==> src/rtl/nbf_uart_host_link.sv <==
// Host-side NBF link: serialises commands to a UART byte stream, reassembles
// responses, and checks them against a FIFO of expected headers with a response timeout.
module nbf_uart_host_link #(
  parameter int nbf_addr_width_p  = 40,
  parameter int nbf_data_width_p  = 64,
  parameter int max_outstanding_p = 4,
  parameter int timeout_cycles_p  = 1000000,
  localparam int nbf_width_lp = 8 + nbf_addr_width_p + nbf_data_width_p,
  localparam int nbf_bytes_lp = (nbf_width_lp + 7) / 8,
  localparam int out_w_lp     = $clog2(max_outstanding_p + 1)
) (
  input  logic                    clk,
  input  logic                    reset,
  input  logic                    cmd_v_i,
  input  logic [nbf_width_lp-1:0] cmd_nbf_i,
  output logic                    cmd_ready_and_o,
  output logic                    tx_v_o,
  output logic [7:0]              tx_data_o,
  input  logic                    tx_ready_and_i,
  input  logic                    rx_v_i,
  input  logic [7:0]              rx_data_i,
  output logic                    resp_v_o,
  output logic [nbf_width_lp-1:0] resp_nbf_o,
  output logic                    resp_mismatch_o,
  input  logic                    resp_ready_and_i,
  output logic [out_w_lp-1:0]     outstanding_o,
  output logic                    err_timeout_o,
  output logic                    err_overflow_o,
  output logic                    err_unexpected_o,
  input  logic                    clear_err_i
);

  localparam int pad_w_lp  = nbf_bytes_lp * 8;
  localparam int hdr_w_lp  = 8 + nbf_addr_width_p;
  localparam int bidx_w_lp = (nbf_bytes_lp > 1) ? $clog2(nbf_bytes_lp) : 1;
  localparam int ptr_w_lp  = (max_outstanding_p > 1) ? $clog2(max_outstanding_p) : 1;
  localparam int to_w_lp   = $clog2(timeout_cycles_p + 1);

  localparam logic [bidx_w_lp-1:0] last_byte_lp = bidx_w_lp'(nbf_bytes_lp - 1);
  localparam logic [out_w_lp-1:0]  max_out_lp   = out_w_lp'(max_outstanding_p);
  localparam logic [to_w_lp-1:0]   to_last_lp   = to_w_lp'(timeout_cycles_p - 1);
  localparam logic [ptr_w_lp-1:0]  ptr_last_lp  = ptr_w_lp'(max_outstanding_p - 1);

  typedef enum logic {IDLE, SEND} tx_state_e;

  function automatic logic [ptr_w_lp-1:0] ptr_inc(input logic [ptr_w_lp-1:0] p);
    return (p == ptr_last_lp) ? '0 : p + 1'b1;
  endfunction

  function automatic logic [bidx_w_lp-1:0] byte_inc(input logic [bidx_w_lp-1:0] b);
    return (b == last_byte_lp) ? '0 : b + 1'b1;
  endfunction

  tx_state_e             state_r, state_n;
  logic                  up_r;
  logic [pad_w_lp-1:0]   tx_shift_r;
  logic [bidx_w_lp-1:0]  tx_idx_r;
  logic [pad_w_lp-1:0]   cmd_pad;
  logic                  cmd_accept;
  logic                  tx_hs;

  logic [hdr_w_lp-1:0]   fifo_mem [max_outstanding_p];
  logic [ptr_w_lp-1:0]   wr_ptr_r, rd_ptr_r;
  logic [out_w_lp-1:0]   count_r, count_n;
  logic                  fifo_empty;
  logic [hdr_w_lp-1:0]   cmd_hdr, exp_hdr, rx_hdr;

  logic [pad_w_lp-9:0]   rx_buf_r;
  logic [bidx_w_lp-1:0]  rx_idx_r;
  logic [pad_w_lp-1:0]   rx_pkt_pad;
  logic [nbf_width_lp-1:0] rx_pkt;
  logic                  rx_done;

  logic                  resp_v_r, resp_mismatch_r;
  logic [nbf_width_lp-1:0] resp_nbf_r;
  logic                  slot_free, resp_load, fifo_pop, resp_drop, unexpected;

  logic [to_w_lp-1:0]    to_cnt_r;
  logic                  to_active, to_fire;

  always_comb begin
    cmd_pad = '0;
    cmd_pad[nbf_width_lp-1:0] = cmd_nbf_i;
  end

  assign cmd_hdr = cmd_nbf_i[nbf_width_lp-1:nbf_data_width_p];

  // TX FSM: accept one command in IDLE, stream its bytes LSB first in SEND
  always_comb begin
    state_n         = state_r;
    cmd_ready_and_o = 1'b0;
    tx_v_o          = 1'b0;
    case (state_r)
      IDLE: begin
        cmd_ready_and_o = up_r && (count_r < max_out_lp);
        if (cmd_v_i && cmd_ready_and_o) state_n = SEND;
      end
      SEND: begin
        tx_v_o = 1'b1;
        if (tx_ready_and_i && (tx_idx_r == last_byte_lp)) state_n = IDLE;
      end
      default: state_n = IDLE;
    endcase
  end

  assign cmd_accept = cmd_v_i & cmd_ready_and_o;
  assign tx_hs      = tx_v_o & tx_ready_and_i;
  assign tx_data_o  = tx_shift_r[7:0];

  always_ff @(posedge clk or posedge reset) begin
    if (reset) begin
      state_r    <= IDLE;
      up_r       <= 1'b0;
      tx_shift_r <= '0;
      tx_idx_r   <= '0;
    end else begin
      state_r <= state_n;
      up_r    <= 1'b1;
      if (cmd_accept) begin
        tx_shift_r <= cmd_pad;
        tx_idx_r   <= '0;
      end else if (tx_hs) begin
        tx_shift_r <= {8'h00, tx_shift_r[pad_w_lp-1:8]};
        tx_idx_r   <= byte_inc(tx_idx_r);
      end
    end
  end

  // RX assembly: bytes shift in from the top so byte 0 lands in the LSBs
  assign rx_done    = rx_v_i && (rx_idx_r == last_byte_lp);
  assign rx_pkt_pad = {rx_data_i, rx_buf_r};
  assign rx_pkt     = rx_pkt_pad[nbf_width_lp-1:0];
  assign rx_hdr     = rx_pkt[nbf_width_lp-1:nbf_data_width_p];

  assign fifo_empty = (count_r == '0);
  assign exp_hdr    = fifo_mem[rd_ptr_r];
  assign slot_free  = !resp_v_r || resp_ready_and_i;
  assign resp_load  = rx_done && slot_free;
  assign resp_drop  = rx_done && !slot_free;
  assign fifo_pop   = rx_done && !fifo_empty;
  assign unexpected = rx_done && fifo_empty;

  assign to_active = (rx_idx_r != '0) || (count_r != '0);
  assign to_fire   = !rx_v_i && to_active && (to_cnt_r == to_last_lp);

  // On a timeout flush, a push in the same cycle survives as the sole entry
  always_comb begin
    count_n = count_r;
    if (to_fire) count_n = out_w_lp'(cmd_accept);
    else if (cmd_accept && !fifo_pop) count_n = count_r + 1'b1;
    else if (!cmd_accept && fifo_pop) count_n = count_r - 1'b1;
  end

  always_ff @(posedge clk or posedge reset) begin
    if (reset) begin
      for (int i = 0; i < max_outstanding_p; i++) fifo_mem[i] <= '0;
      wr_ptr_r <= '0;
      rd_ptr_r <= '0;
      count_r  <= '0;
    end else begin
      count_r <= count_n;
      if (cmd_accept) begin
        fifo_mem[wr_ptr_r] <= cmd_hdr;
        wr_ptr_r           <= ptr_inc(wr_ptr_r);
      end
      if (to_fire) rd_ptr_r <= wr_ptr_r;
      else if (fifo_pop) rd_ptr_r <= ptr_inc(rd_ptr_r);
    end
  end

  always_ff @(posedge clk or posedge reset) begin
    if (reset) begin
      rx_buf_r <= '0;
      rx_idx_r <= '0;
    end else begin
      if (rx_v_i) rx_buf_r <= {rx_data_i, rx_buf_r[pad_w_lp-9:8]};
      if (to_fire) rx_idx_r <= '0;
      else if (rx_v_i) rx_idx_r <= byte_inc(rx_idx_r);
    end
  end

  // Single-entry response slot and timeout counter
  always_ff @(posedge clk or posedge reset) begin
    if (reset) begin
      resp_v_r        <= 1'b0;
      resp_nbf_r      <= '0;
      resp_mismatch_r <= 1'b0;
      to_cnt_r        <= '0;
    end else begin
      if (resp_load) begin
        resp_v_r        <= 1'b1;
        resp_nbf_r      <= rx_pkt;
        resp_mismatch_r <= fifo_empty || (rx_hdr != exp_hdr);
      end else if (resp_ready_and_i) begin
        resp_v_r <= 1'b0;
      end
      if (rx_v_i || !to_active || to_fire) to_cnt_r <= '0;
      else to_cnt_r <= to_cnt_r + 1'b1;
    end
  end

  always_ff @(posedge clk or posedge reset) begin
    if (reset) begin
      err_timeout_o    <= 1'b0;
      err_overflow_o   <= 1'b0;
      err_unexpected_o <= 1'b0;
    end else begin
      err_timeout_o    <= (err_timeout_o & ~clear_err_i) | to_fire;
      err_overflow_o   <= (err_overflow_o & ~clear_err_i) | resp_drop;
      err_unexpected_o <= (err_unexpected_o & ~clear_err_i) | unexpected;
    end
  end

  assign resp_v_o        = resp_v_r;
  assign resp_nbf_o      = resp_nbf_r;
  assign resp_mismatch_o = resp_mismatch_r;
  assign outstanding_o   = count_r;

endmodule

==> config.mk <==
export PLATFORM = sky130hd
export DESIGN_NAME = nbf_uart_host_link
export DESIGN_NICKNAME = d
export VERILOG_FILES = /design/src/rtl/nbf_uart_host_link.sv
export SDC_FILE = /design/constraint.sdc
export NUM_CORES = 1
export LEC_CHECK = 0
export CAP_MARGIN = 10
export CORE_UTILIZATION = 60
export DETAILED_ROUTE_END_ITERATION = 6
export GPL_ROUTABILITY_DRIVEN = 0
export GPL_TIMING_DRIVEN = 0
export HOLD_SLACK_MARGIN = 0.05
export PLACE_DENSITY = 0.93
export SLEW_MARGIN = 20
export SYNTH_ARGS = -nofsm -noshare
export SYNTH_HDL_FRONTEND = slang
export SYNTH_SLANG_ARGS = --single-unit
==> constraint.sdc <==
create_clock -name clk -period 36.5 [get_ports clk]
set_clock_uncertainty 0.2 [all_clocks]
set_input_delay 3.65 -clock clk [delete_from_list [all_inputs] [get_ports clk]]
set_output_delay 3.65 -clock clk [all_outputs]
set_load 0.02 [all_outputs]
---- After elaboration in Yosys (flattened, before gate mapping) ----
Index checks and enable logic that the tools add are counted.
operators by class
  $add $sub $neg .......................... 7
  multiply operators ...................... 0
  divide/modulo/power cells ............... 0
  order comparisons ....................... 4
  equality and inequality tests ........... 6
  shift-type cells ........................ 0
  mux-type cells .......................... 29
  bitwise gates (word level) .............. 12
  reductions and logical operators ........ 33
operator list
  cell                                            number
  two-way mux 112 bit                             2
  bitwise mux 192 bit                             1
  two-way mux 48 bit                              3
  binary-select mux 48 bit (select 2 bit)         1
  demux 48 bit (select 2 bit)                     1
  inequality test 48 bit                          1
  two-way mux 4 bit                               6
  adder 20 x 1 -> 20 bit (second input constant)  1
  equality test 20 bit (second input constant)    1
  two-way mux 20 bit                              1
  logical AND 1 bit                               13
  two-way mux 3 bit                               3
  adder 4 x 1 -> 4 bit (second input constant)    2
  equality test 4 bit (second input constant)     2
  two-way mux 2 bit                               4
  nonzero test 2 bit                              4
  zero test 1 bit                                 7
  >= comparator 3 bit (second input constant)     2
  two-way mux 1 bit                               6
  inverter 2 -> 3 bit                             2
  nonzero test 3 bit                              2
  bitwise AND 1 bit                               5
  logical OR 1 bit                                5
  adder 2 x 1 -> 2 bit (second input constant)    2
  10 further kinds                                14
storage, ports and cells
  register bits after elaboration ......... 562
  bits in latches ......................... 0
  RAM bits ................................ 0
  ROM bits ................................ 0
  output and inout bits ................... 130
  word-level logic and storage cells ...... 111
  memories ................................ 0

---- Longest topological paths before layout ----
Gate-level depths: netlist of the first run.
  depth after elaboration ................. 9
  depth in mapped cells ................... 10

---- Least setup slack after synthesis of the first run ----
Ideal clock, no wire load.
  path kind ............................... input port to flip-flop
  start point ............................. input rx_v_i
  end point ............................... register count_r[2], in the netlist outstanding_o[2]
  setup time .............................. 82 ps
  arrival ................................. 5079 ps
  path slack .............................. 31139 ps
  stages .................................. 7
  buffers on the path ..................... 1
  cells stage by stage .................... clkbuf_1 > nand2_1 > nor2_1 > nor2_1 > fa_1 > o21bai_1 > a31oi_1
between the ends
  word-level cells in the longest chain between the ends .. 6
  elaborated cells between the ends (all ways) .. 11
  those cells by class .................... mux (2); reduce/logical (9)
ends and longest elaborated chain
  item                  line  source
  from (decl)           20    input logic rx_v_i,
  logical AND 1 bit     130   assign rx_done = rx_v_i && (rx_idx_r == last_byte_lp);
  logical AND 1 bit     140   assign fifo_pop = rx_done && !fifo_empty;
  zero test 1 bit       150   else if (cmd_accept && !fifo_pop) count_n = count_r + 1'b1;
  logical AND 1 bit     150
  two-way mux 3 bit     150
  two-way mux 3 bit     149   if (to_fire) count_n = out_w_lp'(cmd_accept);
  to (signal assigned)  161   count_r <= count_n;
  to (decl)             64    logic [out_w_lp-1:0] count_r, count_n;
Parallel ways exist; a longest one is shown, timed or not.
A chain may end at the register's enable or synchronous reset.

---- Worst setup path after layout of the first run ----
  start point ............................. input tx_ready_and_i
  end point ............................... register tx_shift_r[4]
between the ends
  word-level cells in the longest chain between the ends .. 2
ends and longest elaborated chain
  item                          line  source
  from (decl)                   19    input logic tx_ready_and_i,
  bitwise AND 1 bit             107   assign tx_hs = tx_v_o & tx_ready_and_i;
  nonzero test 2 bit (no line)  -
  to (signal assigned)          120   tx_shift_r <= cmd_pad;
  to (signal assigned)          123   tx_shift_r <= {8'h00, tx_shift_r[pad_w_lp-1:8]};
  to (decl)                     56    logic [pad_w_lp-1:0] tx_shift_r;
No other way between the ends.

==> results of run 1 <==
through the flow:
stage / cells / hold slack, ps / area [um2] / utilization, %
2_1_floorplan: 1759 / 246.8 / 23730 / -
3_3_place_gp: 2532 / 260.1 / 26930 / 69.37
3_5_place_dp: 2537 / 264.1 / 27080 / 69.74
4_1_cts: 2638 / 282.0 / 28940 / 74.52
5_1_grt: 2639 / 302.3 / 28940 / 74.53
6_report: 2639 / 280.7 / 28940 / 74.53
cells by family (layout without fill, tap and decap cells):
logic type / after synthesis / after routing
adders and majority gates: 10 / 10
DFF: 562 / 562
xor gates and xnor gates: 64 / 64
other: 1 / 2
buffers and inverters: 123 / 484
AOI/OAI and AO/OA: 149 / 149
and+or+nand+nor: 370 / 370
muxes: 480 / 480
cells in the final DEF, fill, tap and decap left out, types with 3 or more instances in the layout:
master and instances:
nor2_1 42, nand2_1 259, mux4_2 27, buf_1 11
mux2_2 413, and3_1 5, clkinv_2 11, clkbuf_1 71
buf_2 27, nand3_1 21, o21ai_0 15, a31oi_1 3
inv_1 13, a22oi_1 104, xnor2_1 43, dfrtp_1 562
mux4_1 8, mux2i_1 32, o22ai_1 4, bufinv_16 4
xor2_1 21, buf_4 9, a21oi_1 5, nor3b_1 4
buf_16 5, nor4_1 3, clkbuf_16 56, clkbuf_8 14
nand2b_1 3, nand4_1 13, clkdlybuf4s50_1 255, ha_1 9
nor3_1 8
sequential cells by signal (all words and copies together) (netlist names), 2 cells and up:
name           count
wr_ptr_r           2
outstanding_o      3
to_cnt_r          20
fifo_mem         192
rd_ptr_r           2
tx_idx_r           4
rx_buf_r         104
resp_nbf_o       112
tx_shift_r       112
rx_idx_r           4
report_power, final:
group / total (W) / internal (W) / switching, W
Sequential: 0.000871 / 0.000760 / 0.000111
Combinational: 0.000527 / 0.000259 / 0.000268
Clock: 0.000585 / 0.000339 / 0.000246
Total: 0.00198 / 0.00136 / 0.000625
worst reg2reg max path: cells and delay by family (launching register included):
kind	cells	cell delay, ps
XOR/XNOR	1	390
buffers and inverters	3	1070
multiplexers	1	430
AO/OA/AOI/OAI	1	140
AND/OR/NAND/NOR	2	580
flip-flops	1	350
final cells by class:
| cell class | count | area share, % |
|---|---|---|
| inverters | 14 | 0.2075 |
| multi-input cells | 1074 | 31.48 |
| diodes | 1 | 0.008648 |
| well taps | 518 | 2.240 |
| clock buffers | 82 | 5.664 |
| repair buffers | 260 | 9.296 |
| plain buffers | 109 | 1.755 |
| flip-flops and latches | 562 | 48.60 |
| clock inverters | 19 | 0.7523 |
routing by layer:
layer  vias to the layer above  global-route usage (%)  routed length, um  part of all wire (%)
met2                       711                   54.26              31960                    51
li1                       6877                       -                  -                     -
met3                       148                   6.542               4369                   6.9
met4                         0                   10.93               1975                   3.1
met5                         -                       0                  0                     0
met1                      8348                   41.05              24570                    39
Yosys cell counts (all sizes together), types with 3 or more instances:
cell and number:
dfrtp 562, mux2 413, nand2 259, a22oi 104, clkbuf 59, buf 50, nor2 43, xnor2 43
mux4 35, mux2i 32, nand3 21, xor2 21, o21ai 15, inv 14, nand4 13, ha 9
nor3 8, a21oi 5, and3 5, nor3b 4, o22ai 4, a31oi 3, nand2b 3, nor4 3
final timing paths:
| path | end | slack [ps] | depth (start not counted) |
|---|---|---|---|
| worst max-delay path | tx_shift_r[4]$_DFFE_PP0P_ | 30590 | 8 |
| worst min-delay path | tx_shift_r[58]$_DFFE_PP0P_ | 280 | 2 |
| worst max register to register | resp_mismatch_o$_DFFE_PP0P_ | 33240 | 8 |
| worst min register to register | tx_shift_r[58]$_DFFE_PP0P_ | 280 | 2 |
| max in group asynchronous | fifo_mem[132]$_DFFE_PP0P_ | 31020 | 5 |
| min in group asynchronous | resp_nbf_o[53]$_DFFE_PP0P_ | 3290 | 2 |
==> flow_metrics.py, run 1 <==
metrics = {
    "routing": {
        "drc": 1,
        "via_per_inst": 6.095,
        "first_pass_iters": 7,
        "ant_nets": 0,
        "routed_wirelength_um": 62880,
        "drt_iter0_markers": 1366,
        "vias": 16080,
        "routedWlPerCell_um": 23.83,
    },
    "synth": {
        "yosys.area_share.adder_pct": 0.5588,
        "synth-simple-area-share_pct": 6.527,
        "yosys.area.top_type": "dfrtp_1",
        "synth_compound_area_share_pct": 4.523,
        "synthMuxAreaShare_pct": 24.39,
        "synth_cells": 1759,
        "synth_xor_area_share_pct": 2.362,
        "synth_flop_cell": "dfrtp_1",
        "synthDistinctLibCells": 53,
        "synth_edf_count": 0,
        "syn_area_um2": 23730,
        "seq_area_frac_synth_pct": 59.26,
        "avgSynthCellArea_um2": 13.49,
        "synth.area.top_cells": "dfrtp_1, mux2_2, nand2_1",
        "async_flop_share_pct": 100.0,
        "synth_top_area_share_pct": 59.26,
        "syn_nets": 1896,
        "ys_ff_latch": 562,
        "synth_top_family_by_area": "multiplexers",
        "yosys_warnings": 0,
    },
    "final_layout": {
        "fillers": 2244,
        "fin_nets": 2213,
        "register_area_um2": 14060,
        "area_growth_pct": 21.93,
        "drive_gt1_share_pct": 27.17,
        "multiInputGateArea_um2": 9109,
    },
    "place": {
        "post-place-ws_ps": 30070,
        "portBuffers": 255,
        "dp_hpwl_um": 43680,
    },
    "worst_setup_path": {
        "crit_family": "buffers and inverters",
        "cp-end-kind": "flop",
        "critPathBufInv": 4,
        "cpMaxStageDelayCell": "nor2_1",
        "cp_max_fo": 10,
        "max_stage_delay_ps": 550,
        "start_kind": "input pin",
        "timing.rr.start": "rd_ptr_r[1]$_DFFE_PP0P_",
        "crit_chain": "clkdlybuf4s50_1 > and2_1 > clkbuf_1 > nor2_1 > clkbuf_1 > clkbuf_1 > nand2_1 > nand2_1",
        "crit_start": "tx_ready_and_i",
        "path_class": "input pin to flop",
        "crit_arrival_ps": 6250,
        "worstPathRequired_ps": 36840,
        "critPathMostFrequentCell": "clkbuf_1",
    },
    "global_routing": {
        "grt-ovfl-total": 0,
        "grt_pass1_wl_um": 99060,
        "grt_usage_pct": 31.96,
        "first_global_vias": 17030,
        "grt_start_max_net_pins": 111,
        "antenna_found_initial": 1,
    },
    "die": {
        "rows": 72,
        "core_area_um2": 38830,
        "die_w_um": 200.9,
        "die_area_um2": 40350,
        "start_util_pct": 61.12,
        "die_h_um": 200.9,
        "io_pins": 257,
    },
    "timing": {
        "finalSetupTns_ps": 0,
        "setup_viol": 0,
        "setup_ws_ps": 30590,
        "hold_viol": 0,
        "drv_slew": 0,
        "fin_crit_sh_pct": 16.18,
        "fmax_ghz": 0.1693,
        "slew_headroom_pct": 49.23,
        "rsz0062_at_grt": "no",
        "finalCriticalPeriod_ps": 5906,
        "worstMarginPinSlew_ps": 761.5,
    },
    "clocking": {
        "clock_latency_ps": 620,
        "cts_tree": "done",
        "holdBufCountCts": 0,
        "post_cts_resized": 0,
        "clk_path_buf_depth": 3,
        "htree_levels": 2,
        "clk_pin_slew_ps": 60,
        "cts-root-buf": "clkbuf_16",
        "numCtsBuffers": 55,
        "post_cts_buffers": 0,
        "clock_sinks": 562,
    },
    "pwr": {
        "p_total_w": 0.001983,
        "p_leak_nw": 13.61,
        "vdd_drop_max_v": 0.00004969,
        "power_density_nw_per_um2": 68.51,
    },
    "run_status": {
        "violations": "DRC",
        "status": "finished with violations",
    },
    "hold_path": {
        "hp-start": "tx_shift_r[58]$_DFFE_PP0P_",
        "hp-class": "flop to flop",
    },
    "job": {
        "max-cap-violations": 0,
    },
}
No activity file was read; power rests on OpenSTA's default activity.
==> inputs of run 2 (changes only) <==
CORE_UTILIZATION = 57   (was 60)
PLACE_DENSITY = 0.89   (was 0.93)
clock period = 5.7 ns   (was 36.5 ns; I/O delays follow)
==> run 2 against run 1 <==
Against the previous run:
- the run now ends clean
- flip-flop and latch count is the same
- cell count grew 0.91%
- count of clock-buffer cells in the layout grew 2
- critical path type is now flop to flop
- critical endpoint is now resp_mismatch_o$_DFFE_PP0P_
- largest cell class unchanged
==> flow_metrics.py, run 2 (same netlist as run 1, synthesis figures left out) <==
metrics = {
    "run_status": {
        "status": "finished, final reports clean",
    },
    "timing": {
        "fin_crit_sh_pct": 56.11,
        "worstMarginPinSlew_ps": 837.4,
        "finalCriticalPeriod_ps": 3198,
        "hold_viol": 0,
        "fmax_ghz": 0.3127,
        "setup_viol": 0,
        "setup_ws_ps": 2502,
        "drv_slew": 0,
        "rsz0062_at_grt": "no",
        "slew_headroom_pct": 44.17,
    },
    "hold_path": {
        "hp-class": "input pin to asynchronous set/reset pin",
    },
    "worst_setup_path": {
        "cp-end-kind": "flop",
        "reg2reg_depth": 9,
        "worstPathRequired_ps": 5980,
        "start_kind": "flop",
        "timing.rr.start": "rd_ptr_r[1]$_DFFE_PP0P_",
        "cp_max_fo": 10,
        "path_class": "flop to flop",
        "r2r_end": "resp_mismatch_o$_DFFE_PP0P_",
        "crit_start": "rd_ptr_r[1]$_DFFE_PP0P_",
        "reg2reg_slack_ps": 2500,
        "crit_arrival_ps": 3480,
    },
    "clocking": {
        "post_cts_buffers": 0,
        "cts_tree": "done",
        "htree_levels": 2,
        "post_cts_resized": 0,
        "clk_pin_slew_ps": 70,
        "clock_sinks": 562,
        "clock_latency_ps": 600,
        "holdBufCountCts": 0,
        "numCtsBuffers": 55,
        "cts-root-buf": "clkbuf_16",
        "clk_path_buf_depth": 3,
    },
    "die": {
        "die_h_um": 206.1,
        "rows": 74,
        "start_util_pct": 57.99,
        "die_w_um": 206.1,
        "core_area_um2": 40920,
        "die_area_um2": 42460,
        "io_pins": 257,
    },
    "routing": {
        "routedWlPerCell_um": 23.11,
        "ant_nets": 0,
        "drt_iter0_markers": 1094,
        "drc": 0,
        "vias": 15940,
        "first_pass_iters": 6,
        "routed_wirelength_um": 61550,
        "via_per_inst": 5.984,
    },
    "place": {
        "post-place-ws_ps": 2366,
        "portBuffers": 255,
        "dp_hpwl_um": 44280,
    },
    "final_layout": {
        "fin_nets": 2226,
        "fillers": 2545,
        "max_flop_register": "fifo_mem",
        "drive_gt1_share_pct": 27.28,
        "largest_register_ff_count": 192,
        "final_common_cell": "dfrtp_1",
        "mostFrequentLayoutCells": "dfrtp_1, mux2_2, nand2_1, clkdlybuf4s50_1, a22oi_1",
        "area_growth_pct": 22.74,
    },
    "pwr": {
        "p_leak_nw": 13.68,
        "p_total_w": 0.01258,
        "power_density_nw_per_um2": 431.7,
        "vdd_drop_max_v": 0.0002896,
    },
    "global_routing": {
        "grt-ovfl-total": 0,
        "use_met3_pct": 5.014,
        "antenna_found_initial": 1,
        "grt_usage_pct": 29.86,
        "grt_use_met1_pct": 38.40,
        "grt_pass1_wl_um": 96050,
        "grt_start_max_net_pins": 37,
        "grt_use_met2_pct": 50.38,
        "first_global_vias": 16720,
        "grt-busiest-layer": "met2",
    },
    "job": {
        "max-cap-violations": 0,
    },
}
==> run 2: critical path, stage by stage, from the launching register on <==
cell and delay, ps:
dfrtp_1 340, buf_2 310, buf_4 330, buf_2 390
mux4_1 450, xor2_1 180, nor4_1 420, nand4_1 150
nor4_1 200, a31oi_1 110
==> run 2: through the flow <==
step	instance area [um2]	TNS [ps]	utilization (%)	std cells	hold WS [ps]
floorplan	23740	-1529600	-	1759	246.8
global placement	26950	-3099810	65.86	2546	258.2
detailed placement	27320	0	66.76	2564	263.6
CTS	29130	0	71.17	2662	108.4
global route	29130	0	71.18	2663	156.2
finish	29130	0	71.18	2663	124.9
==> run 2: how the worst max path moves through the flow <==
stage	endpoint	slack, ps	cells past startpoint
floorplan	err_overflow_o$_DFF_PP0_	-2720	1
global placement	tx_shift_r[3]$_DFFE_PP0P_	-5570	2
detailed placement	tx_shift_r[4]$_DFFE_PP0P_	2370	8
CTS	resp_mismatch_o$_DFFE_PP0P_	2520	9
global route	resp_mismatch_o$_DFFE_PP0P_	2400	8
finish	resp_mismatch_o$_DFFE_PP0P_	2500	9
==> run 2: layout make-up <==
type	instances	area (um2)	area share (%)
Tap cell	532	665.6	2.285
Clock inverter	14	176.4	0.6056
Clock buffer	84	1628	5.588
Multi-Input combinational cell	1074	9109	31.27
Antenna cell	1	2.502	0.008591
Sequential cell	562	14060	48.28
Timing Repair Buffer	273	2920	10.03
Inverter	14	56.30	0.1933
Buffer	109	508.0	1.744
==> run 2: power by group <==
part | internal (W) | switching (W) | leakage (nW)
clock network | 0.00214 | 0.00151 | 0.886
registers | 0.00487 | 0.000695 | 7.46
logic | 0.00167 | 0.00170 | 5.33
total | 0.00868 | 0.00390 | 13.7
==> run 2: metal layers <==
| metal | vias up | part of all wire (%) |
|---|---|---|
| met1 | 8244 | 40 |
| met4 | 0 | 3.5 |
| met3 | 139 | 6.8 |
| met5 | - | 0 |
| met2 | 653 | 50 |
| li1 | 6899 | - |
